File: src/rtl/coreapb3toahb_pkg.sv
// Shared types and AHB-Lite encodings for the APB3-to-AHB-Lite bridge state machine.
package coreapb3toahb_pkg;

    typedef enum logic [2:0] {
        ST_IDLE = 3'd0,
        ST_ADDR = 3'd1,
        ST_DATA = 3'd2,
        ST_ERR  = 3'd3,
        ST_DONE = 3'd4
    } state_t;

    localparam logic [1:0] HTRANS_IDLE   = 2'b00;
    localparam logic [1:0] HTRANS_NONSEQ = 2'b10;

    localparam logic [2:0] HSIZE_WORD    = 3'b010;
    localparam logic [2:0] HBURST_SINGLE = 3'b000;
    localparam logic [3:0] HPROT_DEFAULT = 4'b0011;

    localparam logic HRESP_OKAY  = 1'b0;
    localparam logic HRESP_ERROR = 1'b1;

endpackage

File: src/rtl/coreapb3toahb_wdog.sv
// AHB stall watchdog: counts HREADY=0 cycles of one transfer and flags expiry.
// Only built when COREAPB3TOAHB_TIMEOUT_EN is defined.
`ifdef COREAPB3TOAHB_TIMEOUT_EN
module coreapb3toahb_wdog #(
    parameter int unsigned TIMEOUT_CYCLES = 255
) (
    input  logic clk_i,
    input  logic rst_i,
    input  logic clear_i,
    input  logic stall_i,
    output logic expire_o
);

    logic [15:0] cnt_q, cnt_d;
    logic [16:0] cnt_inc;

    assign cnt_inc  = {1'b0, cnt_q} + 17'd1;
    // Expiry is judged on the count this stall cycle would reach.
    assign expire_o = stall_i && (cnt_inc >= 17'(TIMEOUT_CYCLES));

    always_comb begin
        cnt_d = cnt_q;
        if (clear_i) begin
            cnt_d = '0;
        end else if (stall_i && !expire_o) begin
            cnt_d = cnt_inc[15:0];
        end
    end

    always_ff @(posedge clk_i) begin
        if (rst_i) begin
            cnt_q <= '0;
        end else begin
            cnt_q <= cnt_d;
        end
    end

endmodule
`endif

File: src/rtl/coreapb3toahb_sm.sv
// APB3 completer to AHB-Lite manager bridge FSM: one APB access -> one single-beat NONSEQ.
// Optional stall timeout with transfer abandon under COREAPB3TOAHB_TIMEOUT_EN.
module coreapb3toahb_sm
    import coreapb3toahb_pkg::*;
#(
    parameter int unsigned ADDR_WIDTH     = 32,
    parameter int unsigned TIMEOUT_CYCLES = 255
) (
    input  logic                  HCLK,
    input  logic                  HRESET,
    input  logic                  PSEL,
    input  logic                  PENABLE,
    input  logic                  PWRITE,
    input  logic [ADDR_WIDTH-1:0] PADDR,
    input  logic [31:0]           PWDATA,
    output logic [31:0]           PRDATA,
    output logic                  PREADY,
    output logic                  PSLVERR,
    output logic [ADDR_WIDTH-1:0] HADDR,
    output logic [1:0]            HTRANS,
    output logic                  HWRITE,
    output logic [2:0]            HSIZE,
    output logic [2:0]            HBURST,
    output logic [3:0]            HPROT,
    output logic [31:0]           HWDATA,
    input  logic [31:0]           HRDATA,
    input  logic                  HREADY,
    input  logic                  HRESP
);

    if ((TIMEOUT_CYCLES < 1) || (TIMEOUT_CYCLES > 65535)) begin : g_bad_timeout
        $error("coreapb3toahb_sm: TIMEOUT_CYCLES must be within 1..65535");
    end

    state_t                  state_q, state_d;
    logic [ADDR_WIDTH-1:0]   haddr_q, haddr_d;
    logic                    hwrite_q, hwrite_d;
    logic [31:0]             wdata_q, wdata_d;
    logic [31:0]             prdata_q, prdata_d;
    logic                    err_q, err_d;
    logic                    setup_ok, enter_addr, timeout, hold_nonseq;

    assign enter_addr = (state_q == ST_IDLE) && setup_ok;

`ifdef COREAPB3TOAHB_TIMEOUT_EN
    logic abandon_q, abandon_d;
    logic ab_addr_q, ab_addr_d;
    logic stall;

    assign stall = ((state_q == ST_ADDR) || (state_q == ST_DATA) || (state_q == ST_ERR)) && !HREADY;

    coreapb3toahb_wdog #(.TIMEOUT_CYCLES(TIMEOUT_CYCLES)) u_wdog (
        .clk_i    (HCLK),
        .rst_i    (HRESET),
        .clear_i  (enter_addr),
        .stall_i  (stall),
        .expire_o (timeout)
    );

    // After a timeout the AHB transfer is tracked here, independently of the APB-facing FSM.
    always_comb begin
        abandon_d = abandon_q;
        ab_addr_d = ab_addr_q;
        if (timeout) begin
            abandon_d = 1'b1;
            ab_addr_d = (state_q == ST_ADDR);
        end else if (abandon_q && HREADY) begin
            if (ab_addr_q) begin
                ab_addr_d = 1'b0;
            end else begin
                abandon_d = 1'b0;
            end
        end
    end

    always_ff @(posedge HCLK) begin
        if (HRESET) begin
            abandon_q <= 1'b0;
            ab_addr_q <= 1'b0;
        end else begin
            abandon_q <= abandon_d;
            ab_addr_q <= ab_addr_d;
        end
    end

    assign setup_ok    = PSEL && !PENABLE && !abandon_q;
    assign hold_nonseq = abandon_q && ab_addr_q;
`else
    assign setup_ok    = PSEL && !PENABLE;
    assign timeout     = 1'b0;
    assign hold_nonseq = 1'b0;
`endif

    always_comb begin
        state_d  = state_q;
        haddr_d  = haddr_q;
        hwrite_d = hwrite_q;
        wdata_d  = wdata_q;
        prdata_d = prdata_q;
        err_d    = err_q;
        case (state_q)
            ST_IDLE: begin
                if (setup_ok) begin
                    haddr_d  = PADDR;
                    hwrite_d = PWRITE;
                    wdata_d  = PWDATA;
                    state_d  = ST_ADDR;
                end
            end
            ST_ADDR: begin
                if (HREADY) begin
                    state_d = ST_DATA;
                end
            end
            ST_DATA: begin
                if (HREADY) begin
                    // HREADY=1 with ERROR and no preceding ERR cycle is still reported as an error.
                    if (HRESP == HRESP_ERROR) begin
                        err_d = 1'b1;
                    end else begin
                        err_d = 1'b0;
                        if (!hwrite_q) begin
                            prdata_d = HRDATA;
                        end
                    end
                    state_d = ST_DONE;
                end else if (HRESP == HRESP_ERROR) begin
                    state_d = ST_ERR;
                end
            end
            ST_ERR: begin
                if (HREADY) begin
                    err_d   = 1'b1;
                    state_d = ST_DONE;
                end
            end
            ST_DONE: begin
                state_d = ST_IDLE;
            end
            default: begin
                state_d = ST_IDLE;
            end
        endcase
        if (timeout) begin
            err_d   = 1'b1;
            state_d = ST_DONE;
        end
    end

    always_ff @(posedge HCLK) begin
        if (HRESET) begin
            state_q  <= ST_IDLE;
            haddr_q  <= '0;
            hwrite_q <= 1'b0;
            wdata_q  <= '0;
            prdata_q <= '0;
            err_q    <= 1'b0;
        end else begin
            state_q  <= state_d;
            haddr_q  <= haddr_d;
            hwrite_q <= hwrite_d;
            wdata_q  <= wdata_d;
            prdata_q <= prdata_d;
            err_q    <= err_d;
        end
    end

    assign PRDATA  = prdata_q;
    assign PREADY  = (state_q == ST_DONE);
    assign PSLVERR = (state_q == ST_DONE) && err_q;
    assign HADDR   = haddr_q;
    assign HTRANS  = ((state_q == ST_ADDR) || hold_nonseq) ? HTRANS_NONSEQ : HTRANS_IDLE;
    assign HWRITE  = hwrite_q;
    assign HWDATA  = wdata_q;
    assign HSIZE   = HSIZE_WORD;
    assign HBURST  = HBURST_SINGLE;
    assign HPROT   = HPROT_DEFAULT;

endmodule

File: config.mk
export PLATFORM = sky130hd
export DESIGN_NAME = coreapb3toahb_sm
export DESIGN_NICKNAME = d
export VERILOG_FILES = /design/src/rtl/coreapb3toahb_pkg.sv /design/src/rtl/coreapb3toahb_wdog.sv /design/src/rtl/coreapb3toahb_sm.sv
export SDC_FILE = /design/constraint.sdc
export NUM_CORES = 1
export LEC_CHECK = 0
export ABC_AREA = 0
export CAP_MARGIN = 25
export CELL_PAD_IN_SITES_DETAIL_PLACEMENT = 1
export CELL_PAD_IN_SITES_GLOBAL_PLACEMENT = 1
export CORE_MARGIN = 2
export CORE_UTILIZATION = 27
export CTS_BUF_LIST = sky130_fd_sc_hd__clkbuf_8
export DETAILED_ROUTE_END_ITERATION = 16
export GPL_ROUTABILITY_DRIVEN = 0
export PLACE_DENSITY_LB_ADDON = 0.05
export REMOVE_ABC_BUFFERS = 1
export SLEW_MARGIN = 20
export SYNTH_ARGS = -nofsm -noshare
export SYNTH_HDL_FRONTEND = slang
export SYNTH_SLANG_ARGS = --single-unit
export TNS_END_PERCENT = 1
File: constraint.sdc
create_clock -name HCLK -period 1.7 [get_ports HCLK]
set_input_delay 0.34 -clock HCLK [delete_from_list [all_inputs] [get_ports HCLK]]
set_output_delay 0.34 -clock HCLK [all_outputs]
set_load 0.05 [all_outputs]
# Word-level counts from Yosys, hierarchy flattened
# Cells that the tools add are included.
# word_totals
out_inout_bits	111
regBits	101
# op_classes
reduce_logical	9
muxes	11
bitwise_logic	2
eq_ne	9
# op_table
operator	count
$mux 3	5
$pmux 3 s4	1
$ne 2x2->1 const B	4
$reduce_and 4->1	2
$eq 3x2->1 const B	2
$eq 3x1->1 const B	1
$eq 3x3->1 const B	1
$logic_not 3->1	1
$mux 1	3
$ne 3x3->1 const B	1
$reduce_and 3->1	1
$logic_and 1x1->1	2
$mux 2	1
$not 1->1	2
$pmux 1 s2	1
$reduce_and 2->1	1
$reduce_bool 2->1	1
$logic_not 1->1	1

# Depth between registers and ports, before layout
# Gate-level depths: netlist of the first run.
# logic_depth
ltp_word	4
mapped_depth	7
mapped_depth_nobuf	4

# Worst setup path after synthesis of the first run
# Ideal clock, no wire load.
# synth_path
path_type	reg-to-output
from	register state_q[2]
to	output port PSLVERR
t_required_ns	1.360
slack_ns	-0.832
stages_incl_launch_ff	3
arrival_ns	2.192
n_path_buf	0
path_cell_list	dfxtp_1 -> nor3b_1 -> and2_1
# synth_between
elab_chain_len	2
# synth_lines
element	line	text
from (decl)	coreapb3toahb_sm.sv:35	state_t state_q, state_d;
from (signal assigned)	coreapb3toahb_sm.sv:159	state_q <= state_d;
$eq 3x3->1	--	
net PREADY	coreapb3toahb_sm.sv:17	output logic PREADY,
$logic_and 1x1->1	coreapb3toahb_sm.sv:170	assign PSLVERR = (state_q == ST_DONE) && err_q;
to (decl)	coreapb3toahb_sm.sv:18	output logic PSLVERR,
# The timed path passes the listed nets, and every way through them passes these cells.

# Worst setup path in the final report of the first run
# layout_path
from	register state_q[0]
to	output port HTRANS[1]
# layout_between
elab_chain_len	2
# layout_lines
element	line	text
$eq 3x1->1	coreapb3toahb_sm.sv:172	assign HTRANS = ((state_q == ST_ADDR) || hold_nonseq) ? HTRANS_NONSEQ : HTRANS_IDLE;
$mux 2	coreapb3toahb_sm.sv:172	
to (decl)	coreapb3toahb_sm.sv:20	output logic [1:0] HTRANS,
# Every way passes these cells.

==> results of run 1 <==
flip-flops by register name, summed over array words and instances (netlist names):
| register | cells |
|---|---|
| state_q | 3 |
| HADDR | 32 |
| HWRITE | 1 |
| HWDATA | 32 |
| PRDATA | 32 |
| err_q | 1 |
cells in the mapped netlist (all sizes together):
master / n / area, µm²
o32ai: 1 / 8.76
a311oi: 1 / 8.76
o21ai: 1 / 5.00
clkbuf: 12 / 45.0
or3: 1 / 6.26
nor4: 1 / 6.26
and2: 3 / 18.8
nor2: 3 / 11.3
a21oi: 99 / 604
buf: 33 / 264
nor2b: 1 / 6.26
nand2b: 2 / 12.5
inv: 2 / 7.51
nor3: 3 / 25.0
dfxtp: 101 / 2020
mux2i: 1 / 10.0
nor3b: 1 / 7.51
conb: 2 / 7.51
nand2: 198 / 746
and3b: 1 / 10.0
mux2: 1 / 11.3
per-stage QoR:
stage,util [%],power (mW),setup slack (ns),instances
6_report,43.6,6.20,0.0844,843
5_1_grt,43.6,6.55,-0.000160,843
4_1_cts,43.6,6.31,0.0238,843
3_5_place_dp,42.0,4.69,-0.0277,829
3_3_place_gp,42.0,4.66,-0.0181,829
2_1_floorplan,-,3.80,-0.832,432
cells in the final DEF, fill, tap and decap left out:
cell type                         synthesis  layout
sky130_fd_sc_hd__a21oi_1                 70      70
sky130_fd_sc_hd__inv_1                    2       3
sky130_fd_sc_hd__dfxtp_4                  0       2
sky130_fd_sc_hd__nand2b_1                 2       2
sky130_fd_sc_hd__and2_4                   0       1
sky130_fd_sc_hd__or3_1                    1       1
sky130_fd_sc_hd__clkbuf_8                 0      12
sky130_fd_sc_hd__a21oi_2                 29      29
sky130_fd_sc_hd__dfxtp_2                  0       1
sky130_fd_sc_hd__mux2_2                   1       1
sky130_fd_sc_hd__and2_2                   0       1
sky130_fd_sc_hd__mux2i_1                  1       1
sky130_fd_sc_hd__buf_12                   0      12
sky130_fd_sc_hd__conb_1                   2      11
sky130_fd_sc_hd__a311oi_1                 1       1
sky130_fd_sc_hd__nor3b_2                  0       1
sky130_fd_sc_hd__clkdlybuf4s50_1          0     101
sky130_fd_sc_hd__nor2b_1                  1       1
sky130_fd_sc_hd__o32ai_1                  1       1
sky130_fd_sc_hd__nor2_1                   3       3
sky130_fd_sc_hd__o21ai_0                  1       1
sky130_fd_sc_hd__and2_1                   3       1
sky130_fd_sc_hd__buf_4                   12     104
sky130_fd_sc_hd__nand2_2                  1       2
sky130_fd_sc_hd__and3b_2                  1       1
sky130_fd_sc_hd__nand2_1                197     196
sky130_fd_sc_hd__dfxtp_1                101      98
sky130_fd_sc_hd__bufinv_16                0       1
sky130_fd_sc_hd__nor4_1                   1       1
sky130_fd_sc_hd__nor3_2                   2       3
worst max-delay path by stage:
stage	startpoint	endpoint	slack, ns	cells past startpoint
5_1_grt	state_q[0]	HTRANS[1]	-0.0002	3
3_5_place_dp	PSEL	HWDATA[27]	-0.03	6
4_1_cts	state_q[2]	PSLVERR	0.02	3
2_1_floorplan	state_q[2]	PSLVERR	-0.83	2
6_report	state_q[0]	HTRANS[1]	0.08	3
3_3_place_gp	PSEL	HADDR[23]	-0.02	6
worst max-delay path: cells and delay by family, from the launching register on:
family	cells	cell delay [ns]
and+or+nand+nor	1	0.24
buffers and inverters	2	0.26
DFF	1	0.41
final cells by class:
cell class / count / area, µm² / share of cell area, %
sequential: 101 / 2030 / 33.6
multi-input combinational: 329 / 1560 / 25.7
tap: 180 / 225 / 3.72
clock inverter: 2 / 33.8 / 0.558
timing repair buffer: 217 / 2030 / 33.6
inverter: 2 / 7.51 / 0.124
clock buffer: 12 / 165 / 2.73
repair_timing:
action,CTS,global route
hold buffers,0,0
gates resized for setup,7,1
endpoints found under the setup margin,3,2
setup buffers,0,0
power by group through the flow:
| stage | clock network [mW] | registers (mW) | logic [mW] |
|---|---|---|---|
| global placement | 0 | 2.72 | 1.93 |
| global route | 1.77 | 2.71 | 2.07 |
| detailed placement | 0 | 2.73 | 1.95 |
| finish | 1.58 | 2.68 | 1.94 |
| floorplan | 0 | 3.28 | 0.521 |
| CTS | 1.66 | 2.69 | 1.97 |
layer usage:
metal / vias to the layer above / global-route usage, % / part of all wire (%)
li1: 1853 / - / -
met1: 1735 / 18.5 / 42
met2: 140 / 25.6 / 46
met3: 16 / 5.77 / 9.9
met4: 0 / 6.25 / 1.8
met5: - / 0 / 0
kinds of logic after synthesis:
family | count (synthesis) | synth area share [%]
other | 2 | 0.195
AOI/OAI and AO/OA | 102 | 16.3
buffers and inverters | 47 | 8.24
and+or+nand+nor | 214 | 22.1
DFF | 101 | 52.6
muxes | 2 | 0.553
==> results.txt, run 1 <==
----------------------------------------------------
[Status]
  Result of the run ... complete, no violations

[Global route]
  Vias in the first global route ... between 3000 and 4000
  Number of antenna violations at the first check in global routing ... 0
  Combined global-route utilization of all metal layers ... 15.6%
  Pin count of the biggest net entering global routing ... between 40 and 50
  Global route total overflow ... 0
  Wire length of the first global-routing pass ... 18300 µm

[Hold path]
  Hold EP ... PRDATA[29]
  Hold depth ... 2
  Worst hold-check path type ... input port to flop
  Critical hold path startpoint ... HRESET

[Power and ir drop]
  Switching power ... 2.14 mW
  Peak VDD IR ... roughly 0.00049 V
  Power Internal ... a little over 4 mW
  Power density over cell area ... slightly above 1000 mW/mm²
  Static leakage ... approximately 2.4 nW
  Switching part of the total ... between 30% and 40%
  Part of the total power dissipated in sequential elements ... around 43%
  Combinational fraction of design power ... between 30% and 40%
  Portion of total power attributed to the clock network ... between 20% and 30%

[STA]
  Setup TNS ... 0 ns
  Hold Worst Slack ... 0.358 ns
  Slew @ Worst Pin ... approximately 0.51 ns
  Final setup fails ... 0
  Fmax achieved ... approximately 0.62 GHz
  Minimum clock period after layout ... around 1.6 ns
  Max Clock Skew ... roughly 0.015 ns
  Number of pins with negative max-slew slack in the final report ... 0
  Share of the cycle needed by the critical path after routing ... between 90 and 100%
  RSZ-0062 raised after global routing ... yes
  Final count of hold timing violations ... 0
  Slew margin rel. ... 66.1%

[Clocking]
  Clock Tree Root ... sky130_fd_sc_hd__clkbuf_8
  Clock edge transition at the registers on the reported setup and hold paths ... roughly 0.10 ns
  TritonCTS clock tree ... yes
  CTS max path bufs ... 2
  Clock latency on the worst-skew pair ... about 0.37 ns
  Clock buffers created by TritonCTS ... 9
  Number of clock sinks seen by CTS ... 101
  Deepest level of the CTS H-tree ... 3

[Detailed routing]
  Detailed-routing iteration count for the pre-antenna-repair pass ... 4
  Total length of routed wires ... roughly 12000 µm
  Avg WL per Cell ... approximately 14 µm
  ANT nets after route ... 0
  Via count ... ~3700
  DRC violations left ... 0
  Vias per inst ... between 4 and 5
  1st-iter DRT viols ... roughly 160

[Synthesis]
  Flip-flop and latch count after synthesis ... approximately 100
  Number of distinct library cells after synthesis ... 26
  Post-Syn Instances ... 468
  Count of yosys warnings during synthesis ... 0
  Synthesized area divided by synthesized cell count ... slightly above 8 µm²
  Area of the mapped netlist ... approximately 0.0038 mm²
  Sequential share of the synthesized area ... between 50% and 60%

[Setup path]
  Crit end category ... output pin
  Sequence of cells on the critical path ... inv_1, nor3_2, buf_12
  Critical path data arrival time ... ~1.3 ns
  Delay of the slowest cell on the worst path ... roughly 0.4 ns
  Master of the slowest instance on the critical path ... sky130_fd_sc_hd__dfxtp_4
  CP Data Required Time ... approximately 1.4 ns
  Worst setup path category ... flop to output pin
  Kind of start point of the critical path ... flop
  Launch instance of the worst register-to-register path ... state_q[1]
  Number of cells on the worst reg-to-reg path ... 5
  Worst-case register-to-register setup slack ... 0.35 ns
  Critical path peak fanout ... 9
  Critical R2R Capture ... PRDATA[6]

[Floorplan]
  Number of placement rows ... 43
  Core area ... 0.0139 mm²
  Height of the chip ... about 120 µm
  Die outline width ... between 100 and 150 µm
  Initial Utilization ... ~28%
  Ports placed on the boundary ... between 200 and 250
  Area enclosed by the die boundary ... roughly 0.015 mm²

[Placed design]
  DPL Wire Length ... approximately 8700 µm
  Count of port buffers added during placement ... slightly above 200
  Cell area after placement ... 0.00583 mm²

[Final layout]
  Number of filler instances in the final layout ... between 1500 and 2000
  Total Nets Final ... around 760
  Number of inserted diodes ... 0
  Area added between synthesis and finish ... 57.4%
  Fraction of final layout cells sized beyond drive strength 1 ... about a quarter
  Non-Filler Cell Area, Final ... about 0.0060 mm²

[Job]
  Number of max-capacitance violations reported ... 0

----------------------------------------------------
(Power assumes the default switching activity.)
==> inputs of run 2 (changes only) <==
--- a/config.mk
+++ b/config.mk
@@ -10,7 +10,7 @@
 export CELL_PAD_IN_SITES_DETAIL_PLACEMENT = 1
 export CELL_PAD_IN_SITES_GLOBAL_PLACEMENT = 1
 export CORE_MARGIN = 2
-export CORE_UTILIZATION = 27
+export CORE_UTILIZATION = 29
 export CTS_BUF_LIST = sky130_fd_sc_hd__clkbuf_8
 export DETAILED_ROUTE_END_ITERATION = 16
 export GPL_ROUTABILITY_DRIVEN = 0
==> constraint.sdc (replaced) <==
create_clock -name HCLK -period 2 [get_ports HCLK]
set_input_delay 0.4 -clock HCLK [delete_from_list [all_inputs] [get_ports HCLK]]
set_output_delay 0.4 -clock HCLK [all_outputs]
set_load 0.05 [all_outputs]
==> run 2 against run 1 <==
Net effect:
- sequential share of layout area decreased by 1.0 points
- via count decreased by 0.56%
- clock power decreased by 13%
- combinational power decreased by 14%
- routed wire length increased by 1.3%
- first-iteration DRC count decreased by 42%
- clock skew decreased by 0.0093 ns
- design area increased by 2.8%
- register-to-register slack improved by 0.16 ns
- sequential power decreased by 15%
- die area decreased by 6.7%
- critical endpoint is now HADDR[9]
- highest routed layer unchanged
==> results.txt, run 2 (same netlist as run 1, synthesis figures left out) <==
----------------------------------------------------
[Placed design]
  Count of port buffers added during placement ... 202 (unchanged)
  Total instance count after detailed placement ... 821 (-0.97%)
  Pre-CTS WS ... 0.0843 ns (+0.112 ns)
  DPL Wire Length ... 8900 µm (+2.6%)

[Power and ir drop]
  Switching part of the total ... 34.4% (-0.079 points)
  Power Internal ... 3.48 mW (-14%)
  Combinational fraction of design power ... 31.4% (+0.2 points)
  Power density over cell area ... 853 mW/mm² (-17%)
  Part of the total power dissipated in sequential elements ... 42.8% (-0.5 points)
  Static leakage ... 2.28 nW (-3.3%)
  Peak VDD IR ... 0.000290 V (-41%)
  Portion of total power attributed to the clock network ... 25.8% (+0.3 points)
  Switching power ... 1.82 mW (-15%)

[Detailed routing]
  ANT nets after route ... 0 (unchanged)
  Vias per inst ... 4.45 (+0.15%)
  DRC violations left ... 0 (unchanged)
  Total length of routed wires ... 12200 µm (+1.3%)
  Detailed-routing iteration count for the pre-antenna-repair pass ... 4 (unchanged)
  Avg WL per Cell ... 14.6 µm (+2.0%)
  Via count ... 3723 (-0.56%)
  1st-iter DRT viols ... 92 (-42%)

[Setup path]
  Sequence of cells on the critical path ... clkdlybuf4s50_1
  Delay-heaviest family, CP ... buffers and inverters
  Kind of start point of the critical path ... flop
  Worst setup path category ... flop to output pin
  Delay of the slowest cell on the worst path ... 0.83 ns (+0.42 ns)
  Critical path data arrival time ... 1.56 ns (+0.28 ns)
  CP Data Required Time ... 1.60 ns (+0.24 ns)
  Master of the slowest instance on the critical path ... sky130_fd_sc_hd__clkdlybuf4s50_1
  Crit end category ... output pin
  Number of buffers and inverters on the critical path ... 1 (-1)
  Critical path peak fanout ... 2 (-7)

[Final layout]
  Number of filler instances in the final layout ... 1519 (-8.5%)
  Number of inserted diodes ... 0 (unchanged)
  Area added between synthesis and finish ... 61.8%
  Most frequent cells in the layout ... sky130_fd_sc_hd__nand2_1 (196), sky130_fd_sc_hd__clkdlybuf4s50_1 (187), sky130_fd_sc_hd__dfxtp_1 (100), sky130_fd_sc_hd__a21oi_1 (70), sky130_fd_sc_hd__a21oi_2 (29)
  Post-route insts no fill ... 837 (-0.71%)
  Most common cell after layout, fill and taps aside ... sky130_fd_sc_hd__nand2_1
  Fraction of final layout cells sized beyond drive strength 1 ... 10.7% (-15 points)
  Total Nets Final ... 759 (-0.52%)

[STA]
  Hold Worst Slack ... 0.433 ns (+0.0757 ns)
  Slew @ Worst Pin ... 0.555 ns (+0.0482 ns)
  Share of the cycle needed by the critical path after routing ... between 90 and 100%
  Worst setup margin ... 0.0441 ns (-0.0403 ns)
  Final setup fails ... 0 (unchanged)
  Slew margin rel. ... 62.9% (-3.2 points)
  Number of pins with negative max-slew slack in the final report ... 0 (unchanged)
  Max Clock Skew ... 0.00550 ns (-0.00932 ns)
  RSZ-0062 raised after global routing ... no
  Minimum clock period after layout ... 1.96 ns
  Final count of hold timing violations ... 0 (unchanged)
  Fmax achieved ... slightly above 0.5 GHz

[Clocking]
  Deepest level of the CTS H-tree ... 3 (unchanged)
  Clock Tree Root ... sky130_fd_sc_hd__clkbuf_8
  Clock edge transition at the registers on the reported setup and hold paths ... 0.09 ns (about the same)
  Number of clock sinks seen by CTS ... 101 (unchanged)
  CTS max path bufs ... 2 (unchanged)
  Number of buffers inserted by hold repair at cts ... 0 (unchanged)
  TritonCTS clock tree ... yes
  Clock latency on the worst-skew pair ... 0.37 ns (about the same)
  Clock buffers created by TritonCTS ... 9 (unchanged)

[Global route]
  Pin count of the biggest net entering global routing ... 53 (+8.2%)
  Combined global-route utilization of all metal layers ... 17.3% (+1.7 points)
  Global route total overflow ... 0 (unchanged)
  Wire length of the first global-routing pass ... 19500 µm (+6.8%)
  Vias in the first global route ... 3812 (+6.6%)
  Number of antenna violations at the first check in global routing ... 0 (unchanged)

[Floorplan]
  Die outline width ... 119 µm (-3.4%)
  Number of placement rows ... 42 (-2.3%)
  Height of the chip ... 119 µm (-3.4%)
  Core area ... 0.0131 mm² (-5.7%)
  Ports placed on the boundary ... 214 (unchanged)
  Initial Utilization ... 29.4% (+1.7 points)
  Area enclosed by the die boundary ... 0.0142 mm² (-6.7%)

[Job]
  Number of max-capacitance violations reported ... 0 (unchanged)

[Status]
  Result of the run ... complete, no violations

[Hold path]
  Worst hold-check path type ... input port to flop

----------------------------------------------------
## run 2: metal layers
layer | GRT usage (%) | wire length [µm] | vias up
met1 | 20.0 | 5030 | 1738
met4 | 6.25 | 184 | 0
met5 | 0 | 0 | -
li1 | - | - | 1842
met2 | 29.5 | 5840 | 132
met3 | 6.13 | 1160 | 11
## run 2: stage by stage
step | total power [mW] | TNS, ns | util, % | cell area [µm²]
after floorplan | 3.23 | -3.09 | - | 3570
after global placement | 3.97 | 0 | 45.7 | 5980
after detailed placement | 4.01 | 0 | 45.7 | 5980
after CTS | 5.40 | 0 | 47.4 | 6200
after global routing | 5.57 | 0 | 47.5 | 6220
final | 5.31 | 0 | 47.5 | 6220
## run 2: power by group through the flow
| stage | clock, mW | combinational, mW | sequential [mW] |
|---|---|---|---|
| 5_1_grt | 1.49 | 1.78 | 2.30 |
| 2_1_floorplan | 0 | 0.443 | 2.79 |
| 6_report | 1.37 | 1.67 | 2.27 |
| 3_3_place_gp | 0 | 1.66 | 2.31 |
| 3_5_place_dp | 0 | 1.69 | 2.32 |
| 4_1_cts | 1.43 | 1.69 | 2.27 |
## run 2: timing repair
item                       4_1_cts  5_1_grt
gates resized for setup          1        9
setup buffers                    0        0
setup endpoints to repair        1        9
pin swaps                        0        0
## run 2: cell type report
class                           count  area [µm²]  area share (%)
Clock inverter                      4        46.3           0.745
Inverter                            2        7.51           0.121
Clock buffer                       12         165            2.66
Tap cell                          176         220            3.54
Timing Repair Buffer              213        2210            35.5
Sequential cell                   101        2020            32.5
Multi-Input combinational cell    329        1550            24.9
## run 2: path summary, 6_finish.rpt
check              from         end  slack [ns]  cells past startpoint
max            HADDR[9]    HADDR[9]        0.04                      1
min              HRESET  PRDATA[20]        0.43                      2
max reg2reg  state_q[1]  PRDATA[12]        0.51                      5
min reg2reg  HWDATA[25]  HWDATA[25]        0.46                      2
==> inputs of run 3 (changes only) <==
--- a/config.mk
+++ b/config.mk
@@ -10,7 +10,7 @@
 export CELL_PAD_IN_SITES_DETAIL_PLACEMENT = 1
 export CELL_PAD_IN_SITES_GLOBAL_PLACEMENT = 1
 export CORE_MARGIN = 2
-export CORE_UTILIZATION = 29
+export CORE_UTILIZATION = 25
 export CTS_BUF_LIST = sky130_fd_sc_hd__clkbuf_8
 export DETAILED_ROUTE_END_ITERATION = 16
 export GPL_ROUTABILITY_DRIVEN = 0
==> constraint.sdc (replaced) <==
create_clock -name HCLK -period 1.7 [get_ports HCLK]
set_input_delay 0.34 -clock HCLK [delete_from_list [all_inputs] [get_ports HCLK]]
set_output_delay 0.34 -clock HCLK [all_outputs]
set_load 0.05 [all_outputs]
==> run 3 against run 2 <==
Net effect:
- global-route usage decreased by 2.0 points
- hold slack got worse by 0.077 ns
- critical path depth increased by 2
- critical path type unchanged
- flip-flop and latch count unchanged
- final cell count increased by 2.6%
- count of clock-buffer cells in the layout decreased by 2
- total power increased by 18%
- combinational power increased by 19%
==> results.txt, run 3 (same netlist as run 1, synthesis figures left out) <==
----------------------------------------------------
[Final layout]
  Non-Filler Cell Area, Final ... 0.00612 mm² (-1.6%)
  Area added between synthesis and finish ... 59.1%
  Number of inserted diodes ... 0 (unchanged)
  Most frequent cells in the layout ... sky130_fd_sc_hd__nand2_1 (196), sky130_fd_sc_hd__buf_4 (110), sky130_fd_sc_hd__clkdlybuf4s50_1 (101), sky130_fd_sc_hd__dfxtp_1 (98), sky130_fd_sc_hd__a21oi_1 (70)
  Most common cell after layout, fill and taps aside ... sky130_fd_sc_hd__nand2_1
  Post-route insts no fill ... 859 (+2.6%)
  Total Nets Final ... 769 (+1.3%)
  Fraction of final layout cells sized beyond drive strength 1 ... 26.8% (+16 points)

[Floorplan]
  Number of placement rows ... 45 (+7.1%)
  Area enclosed by the die boundary ... 0.0164 mm² (+15%)
  Core area ... 0.0151 mm² (+15%)
  Die outline width ... 128 µm (+7.4%)
  Height of the chip ... 128 µm (+7.4%)
  Ports placed on the boundary ... 214 (unchanged)
  Initial Utilization ... 25.5% (-3.9 points)

[Detailed routing]
  Detailed-routing iteration count for the pre-antenna-repair pass ... 4 (unchanged)
  Via count ... 3758 (+0.94%)
  1st-iter DRT viols ... 98 (+6.5%)
  ANT nets after route ... 0 (unchanged)
  Avg WL per Cell ... 14.7 µm (+0.77%)
  Vias per inst ... 4.37 (-1.6%)
  Total length of routed wires ... 12600 µm (+3.4%)
  DRC violations left ... 0 (unchanged)

[Clocking]
  Clock Tree Root ... sky130_fd_sc_hd__clkbuf_8
  Clock buffers created by TritonCTS ... 9 (unchanged)
  Deepest level of the CTS H-tree ... 3 (unchanged)
  TritonCTS clock tree ... yes
  CTS max path bufs ... 2 (unchanged)
  Post CTS Setup Buffer Count ... 0 (unchanged)
  Clock edge transition at the registers on the reported setup and hold paths ... 0.10 ns (about the same)
  Clock latency on the worst-skew pair ... 0.37 ns (about the same)
  Number of buffers inserted by hold repair at cts ... 0 (unchanged)
  Number of clock sinks seen by CTS ... 101 (unchanged)

[STA]
  Share of the cycle needed by the critical path after routing ... a little over nine tenths
  Number of pins with negative max-slew slack in the final report ... 0 (unchanged)
  Minimum clock period after layout ... about 1.7 ns
  Max Clock Skew ... 0.00881 ns (+0.00331 ns)
  Fmax achieved ... just over 0.6 GHz
  Final setup fails ... 0 (unchanged)
  Final count of hold timing violations ... 0 (unchanged)
  Setup TNS ... 0 ns (unchanged)

[Job]
  Number of max-capacitance violations reported ... 0 (unchanged)

[Global route]
  Wire length of the first global-routing pass ... 19700 µm (+0.88%)
  Pin count of the biggest net entering global routing ... 39 (-26%)
  Global route total overflow ... 0 (unchanged)
  Vias in the first global route ... 3911 (+2.6%)
  Combined global-route utilization of all metal layers ... 15.3% (-2.0 points)
  Number of antenna violations at the first check in global routing ... 0 (unchanged)

[Setup path]
  Kind of start point of the critical path ... flop
  CP Data Required Time ... 1.36 ns (-0.24 ns)
  Worst setup path category ... flop to output pin
  Critical path peak fanout ... 8 (+6)
  Number of buffers and inverters on the critical path ... 1 (unchanged)
  Sequence of cells on the critical path ... nor3b_4, and2_4, buf_12
  Delay of the slowest cell on the worst path ... 0.42 ns (-0.41 ns)
  Crit end category ... output pin
  Critical path data arrival time ... 1.32 ns (-0.24 ns)
  Delay-heaviest family, CP ... flip-flops
  Master of the slowest instance on the critical path ... sky130_fd_sc_hd__dfxtp_4

[Placed design]
  DPL Wire Length ... 9210 µm (+3.4%)
  Count of port buffers added during placement ... 202 (unchanged)
  Total instance count after detailed placement ... 843 (+2.7%)
  Cell area after placement ... 0.00588 mm² (-1.6%)

[Power and ir drop]
  Pwr Total ... 6.24 mW (+18%)
  Power density over cell area ... 1020 mW/mm² (+20%)
  Peak VDD IR ... 0.000342 V (+18%)
  Static leakage ... 2.39 nW (+4.5%)

[Status]
  Result of the run ... complete, no violations

[Hold path]
  Worst hold-check path type ... input port to flop

----------------------------------------------------
[run 3: cell count changes in the layout (fill, tap and decap cells not counted), sizes merged]
cell	change
buf	+104
clkbuf	-2
clkdlybuf4s50	-86
clkinv	+1
clkinvlp	+2
dlymetal6s2s	-8
inv	-1
[run 3: metal layers]
metal  GRT usage, %  routed length (µm)  vias to the layer above
met3           5.13                1020                       12
met5              0                   0                        -
met4           5.62                 192                        0
met1           17.5                5360                     1752
li1               -                   -                     1864
met2           26.6                6060                      130
[run 3: worst register-to-register path, cell delays in order, from the launching register on]
cell and delay, ns:
sky130_fd_sc_hd__dfxtp_2 0.36, sky130_fd_sc_hd__buf_4 0.16, sky130_fd_sc_hd__nor3_2 0.19, sky130_fd_sc_hd__and2_2 0.26, sky130_fd_sc_hd__buf_4 0.23, sky130_fd_sc_hd__nand2_1 0.08
sky130_fd_sc_hd__a21oi_1 0.14
[run 3: worst paths after layout]
path                            slack [ns]  cells after the start  startpoint          to
worst min register to register        0.46                      2  HWDATA[14]  HWDATA[14]
worst min-delay path                  0.36                      2      HRESET   PRDATA[9]
worst max register to register        0.22                      6  state_q[0]   HADDR[15]
worst max-delay path                  0.04                      3  state_q[2]     PSLVERR
[run 3: area by class of cell]
cell class / instances / area (µm²)
timing repair buffer: 223 / 2080
sequential: 101 / 2030
clock inverter: 6 / 62.6
tap: 188 / 235
multi-input combinational: 329 / 1570
fill: 1785 / 8970
clock buffer: 10 / 138
inverter: 2 / 7.51
[run 3: per-stage QoR]
| step | utilization (%) | hold WS, ns | worst slack [ns] |
|---|---|---|---|
| after floorplan | - | 0.402 | -0.832 |
| after global placement | 39.0 | 0.443 | -0.0412 |
| after detailed placement | 39.0 | 0.449 | -0.150 |
| after CTS | 40.4 | 0.334 | -0.0287 |
| after global routing | 40.5 | 0.352 | -0.0303 |
| final | 40.5 | 0.357 | 0.0424 |
[run 3: power breakdown]
group	switching, mW	internal, mW
Combinational	1.24	0.747
Clock	0.862	0.716
Sequential	0.125	2.55
Total	2.23	4.02
[run 3: what timing repair did]
action / in CTS / in global routing
resized for setup: 4 / 5
endpoints found under the hold margin: 0 / 0
pin swaps: 0 / 0
setup endpoints to repair: 3 / 2
gates cloned: 0 / 0
